--- config.mk ---
export PLATFORM = sky130hd
export DESIGN_NAME = add_seq_w
export DESIGN_NICKNAME = d
export VERILOG_FILES = /design/src/rtl/add_pkg.sv /design/src/rtl/add_rca_4.sv /design/src/rtl/add_seq_w.sv
export SDC_FILE = /design/constraint.sdc
export NUM_CORES = 1
export LEC_CHECK = 0
export BUFFER_PORTS_ARGS = -buffer_cell sky130_fd_sc_hd__buf_2
export CORE_UTILIZATION = 58
export CTS_BUF_LIST = sky130_fd_sc_hd__clkbuf_16
export DETAILED_ROUTE_END_ITERATION = 8
export PLACE_DENSITY = 0.84
export SKIP_LAST_GASP = 1
export SYNTH_ARGS = -nofsm -noshare
export SYNTH_HDL_FRONTEND = slang
export SYNTH_HIERARCHICAL = 1
export SYNTH_SLANG_ARGS = --single-unit
--- constraint.sdc ---
create_clock -name clk -period 4.9 [get_ports clk]
set_input_delay 0.735 -clock clk [delete_from_list [all_inputs] [get_ports clk]]
set_output_delay 0.735 -clock clk [all_outputs]
set_load 0.1 [all_outputs]
--- src/rtl/add_pkg.sv ---
// Shared definitions for the nibble-serial adder: slice width,
// FSM state encodings and the signed-overflow helper.
package add_pkg;

    localparam int NIB_W = 4;

    typedef enum logic [1:0] {
        IDLE = 2'b00,
        RUN  = 2'b01,
        DONE = 2'b10
    } add_state_t;

    // Overflow when both operands share a sign and the result sign differs.
    function automatic logic ovf_calc(
        input logic a_msb,
        input logic b_msb,
        input logic s_msb
    );
        return (a_msb == b_msb) && (s_msb != a_msb);
    endfunction

endpackage

--- src/rtl/add_rca_4.sv ---
// 4-bit ripple-carry adder slice.
// Ports: a, b (4-bit operands), c_in -> sum (4-bit), c_out.
module add_rca_4 (
    input  logic [3:0] a,
    input  logic [3:0] b,
    input  logic       c_in,
    output logic [3:0] sum,
    output logic       c_out
);

    always_comb begin
        logic cr;
        cr  = c_in;
        sum = '0;
        for (int i = 0; i < 4; i++) begin
            sum[i] = a[i] ^ b[i] ^ cr;
            cr     = (a[i] & b[i]) | (cr & (a[i] ^ b[i]));
        end
        c_out = cr;
    end

endmodule

--- src/rtl/add_seq_w.sv ---
// W-bit adder that reuses one 4-bit slice, one nibble per cycle, LSB first.
// Ports: clk, rst (sync, active-high), start, a, b, c_in in;
//        sum, c_out, ovf (held results), busy, done (status) out.
module add_seq_w
    import add_pkg::*;
#(
    parameter int W = 16
) (
    input  logic         clk,
    input  logic         rst,
    input  logic         start,
    input  logic [W-1:0] a,
    input  logic [W-1:0] b,
    input  logic         c_in,
    output logic [W-1:0] sum,
    output logic         c_out,
    output logic         ovf,
    output logic         busy,
    output logic         done
);

    localparam int N  = W / NIB_W;
    localparam int CW = (N > 1) ? $clog2(N) : 1;
    localparam logic [CW-1:0] CNT_LAST = CW'(N - 1);

    add_state_t state, state_nxt;

    logic [W-1:0]     a_sr, b_sr, sum_sr, sum_nxt;
    logic             cy, a_msb, b_msb;
    logic [CW-1:0]    cnt;
    logic [NIB_W-1:0] nib_s;
    logic             nib_c;
    logic             accept, last;

    add_rca_4 u_rca (
        .a     (a_sr[NIB_W-1:0]),
        .b     (b_sr[NIB_W-1:0]),
        .c_in  (cy),
        .sum   (nib_s),
        .c_out (nib_c)
    );

    assign accept = start && (state == IDLE || state == DONE);
    assign last   = (state == RUN) && (cnt == CNT_LAST);
    assign busy   = (state == RUN);
    assign done   = (state == DONE);

    // New nibble enters at the top; after N shifts nibble 0 is at [3:0].
    assign sum_nxt = W'({nib_s, sum_sr} >> NIB_W);

    always_ff @(posedge clk) begin
        if (rst) state <= IDLE;
        else     state <= state_nxt;
    end

    always_comb begin
        state_nxt = state;
        unique case (state)
            IDLE:    if (start) state_nxt = RUN;
            RUN:     if (last)  state_nxt = DONE;
            DONE:    state_nxt = start ? RUN : IDLE;
            default: state_nxt = IDLE;
        endcase
    end

    always_ff @(posedge clk) begin
        if (rst) begin
            a_sr   <= '0;
            b_sr   <= '0;
            sum_sr <= '0;
            cy     <= 1'b0;
            a_msb  <= 1'b0;
            b_msb  <= 1'b0;
            cnt    <= '0;
            sum    <= '0;
            c_out  <= 1'b0;
            ovf    <= 1'b0;
        end else if (accept) begin
            a_sr  <= a;
            b_sr  <= b;
            cy    <= c_in;
            a_msb <= a[W-1];
            b_msb <= b[W-1];
            cnt   <= '0;
        end else if (state == RUN) begin
            a_sr   <= a_sr >> NIB_W;
            b_sr   <= b_sr >> NIB_W;
            cy     <= nib_c;
            sum_sr <= sum_nxt;
            cnt    <= cnt + 1'b1;
            // Results are published only on the completing edge.
            if (last) begin
                sum   <= sum_nxt;
                c_out <= nib_c;
                ovf   <= ovf_calc(a_msb, b_msb, nib_s[NIB_W-1]);
            end
        end
    end

endmodule

==> results.toml <==
[setup_path]
crit_chain = "fa_1, inv_1, fa_1, inv_1, fa_1, inv_1, fa_1, inv_1, and3b_1, a211oi_1, nor3_1"
critPathTopFamily = "adder cells"
max_stage_delay_ps = 410
cp.required_ps = 5070
slowest_stage = "fa_1"
r2r_slack_ps = 2310
cp_num_buf_inv = 4
startpoint_type = "register"
crit_fanout = 4
cp-end-kind = "register"
crit_type = "register to register"
rr_worst_depth = 11
r2r_start = "a_sr[0]$_SDFFE_PP0P_"
r2r_end = "ovf$_SDFFE_PP0P_"
critPathArrivalTime_ps = 2760

[clock_network]
post_cts_buffers = 0
cts_buffers = 9
htreeDepth = 3
clk_pin_slew_worst_paths_ps = 50
tritoncts = "yes"
clkLatencyLatePin_ps = 330
cts_root_buf = "clkbuf_16"
hold_buffers = 0
cts.sinks = 69
cts_buffer_depth = 2
cts_resized = 0

[flow_run]
maxCapViolCount = 0

[timing]
finalSetupViolCount = 0
finalHoldViolations = 0
slew_violations = 0
relSlewSlack = 0.257
setup_tns_ps = 0
worstMarginPinSlew_ps = 1110
max_freq_ghz = 0.386
fin_crit_ps = 2590
fin_ws_ps = 2310
rsz0062_at_grt = "no"
fin_crit_sh = 0.528
finClkSkew_ps = 7.74

[routing]
vias_per_cell = 5.59
route.detailed.drc = 4
first_iter_violations = 202
avgRoutedWirePerCell_um = 13.8
postRouteAntennaNets = 0
via_count = 2364
firstDrtPassIters = 7
wirelength_um = 5840

[finish]
n_antenna_cell = 0
area_growth_pct = 16.1
fillers = 348
fin_nets = 409
final_util = 0.720
layout-drive-gt1-share = 0.216
multi_input_area_mm2 = 0.00122
layout.area.seq_mm2 = 0.00138

[worst_hold_path]
min_to = "sum[7]$_SDFFE_PP0P_"
hold_start = "sum[7]$_SDFFE_PP0P_"
hold_depth = 2
hold_path.class = "register to register"

[placed_design]
hpwl_um = 3590
numPortBuffers = 55
place_congestion = 0.726
dpl_worst_slack_ps = 2340

[global_route]
grt_pass1_vias = 2250
antenna_found_initial = 0
grt_max_degree = 70
grtUsageTotal = 0.256
grt_overflow = 0
grt_pass1_wl_um = 9960

[synthesis]
syn_area_per_cell_um2 = 8.51
synth_seq_area_share = 0.495
synth_area_leaders = "dfxtp_1 49%, nand2_1 11%, a21oi_1 8.2%, a311oi_2 4.3%, fa_1 2.9%"
ys_ff_latch = 69
synthesis.instances = 328
netlist_area_mm2 = 0.00279
ys.warnings.count = 6
synth_cell_types = 28
synth_top_cell_by_area = "dfxtp_1"
yosysTopAreaCellShare = 0.495
syn_nets = 369

[floorplan]
die_h_um = 71.4
initial_utilization = 0.620
die_area_mm2 = 0.00510
boundaryPins = 56
core_area_mm2 = 0.00450
die_w_um = 71.4
row_count = 24

[power_and_ir_drop]
p_per_area_mw_per_mm2 = 394
ir_drop_v = 0.000238
p_leak_nw = 1.30

[outcome]
outcome = "finished with violations"
violations = "DRC"
-- cell usage after synthesis (all sizes together) --
cell type	count
a211oi	1
a21oi	46
a22oi	10
a311oi	10
and3b	2
buf	22
clkbuf	6
clkinv	1
dfxtp	69
fa	4
ha	1
inv	10
mux2i	4
nand2	85
nand2b	2
nand3	15
nand3b	1
nor2	14
nor2b	2
nor3	16
o21a	1
o22ai	5
xnor2	1
-- cell usage in the layout, fill, tap and decap left out --
master,instances
nand3_1,15
o22ai_1,5
dfxtp_1,69
ha_1,1
nand2b_1,1
buf_4,2
xnor2_1,1
clkinv_2,3
mux2i_1,4
nor3_2,1
clkbuf_16,9
nor2_1,14
nand2b_2,1
buf_2,55
clkinv_1,2
nor3_1,15
a211oi_1,1
nand2_1,85
nand3b_1,1
and3b_1,2
fa_1,4
a21oi_1,46
o21a_1,1
a311oi_2,8
a311oi_1,2
nor2b_2,1
nor2b_1,1
a22oi_1,10
inv_1,11
-- flip-flops by register name, indices dropped and copies added (netlist names) --
register / cells
sum_sr: 12
b_sr: 16
a_msb: 1
c_out: 1
sum: 16
a_sr: 16
ovf: 1
cnt: 2
b_msb: 1
cy: 1
state: 2
-- through the flow --
stage | total power [mW] | cell area [µm²] | cells | hold slack [ps]
after floorplan | 0.716 | 2790 | 328 | 432
after global placement | 0.740 | 3000 | 409 | 441
after detailed placement | 0.744 | 3000 | 409 | 443
after CTS | 1.29 | 3240 | 423 | 450
after global routing | 1.33 | 3240 | 423 | 467
final | 1.28 | 3240 | 423 | 447
-- how the worst max path moves through the flow --
stage | start | to | cells past startpoint
after floorplan | a_sr[0]$_SDFFE_PP0P_ | ovf$_SDFFE_PP0P_ | 11
after global placement | a_sr[0]$_SDFFE_PP0P_ | ovf$_SDFFE_PP0P_ | 11
after detailed placement | a_sr[0]$_SDFFE_PP0P_ | ovf$_SDFFE_PP0P_ | 11
after CTS | a_sr[0]$_SDFFE_PP0P_ | ovf$_SDFFE_PP0P_ | 11
after global routing | a_sr[0]$_SDFFE_PP0P_ | ovf$_SDFFE_PP0P_ | 11
final | a_sr[0]$_SDFFE_PP0P_ | ovf$_SDFFE_PP0P_ | 11
-- routing by layer --
metal,wire length (µm),track usage
met4,57,0.127
met1,2540,0.318
met2,2970,0.429
met3,267,0.0492
met5,0,0
-- area by class of cell --
type,count,share of cell area
Clock inverter,5,0.00656
Inverter,11,0.0131
Multi-Input combinational cell,220,0.375
Clock buffer,9,0.0694
Sequential cell,69,0.426
Tap cell,52,0.0201
Timing Repair Buffer,57,0.0895
-- worst register-to-register path, cell delays in order (launching register included) --
cell and delay (ps):
dfxtp_1 330, fa_1 410, inv_1 80, fa_1 170
inv_1 50, fa_1 350, inv_1 70, fa_1 400
inv_1 110, and3b_1 180, a211oi_1 210, nor3_1 80
-- kinds of logic (layout without fill, tap and decap cells) --
kind of cell	after synthesis	after routing	synth area share
and+or+nand+nor	137	137	0.208
buffers and inverters	39	82	0.0712
DFF	69	69	0.495
muxes	4	4	0.0143
AOI/OAI and AO/OA	73	73	0.175
xor gates and xnor gates	1	1	0.00314
adders and majority gates	5	5	0.0332
-- power by group --
group / leakage, nW / internal (mW) / switching [mW] / total, mW
Sequential: 0.563 / 0.589 / 0.0171 / 0.607
Combinational: 0.611 / 0.0470 / 0.0816 / 0.129
Clock: 0.127 / 0.328 / 0.215 / 0.544
Power figures use the tool's default switching activity.
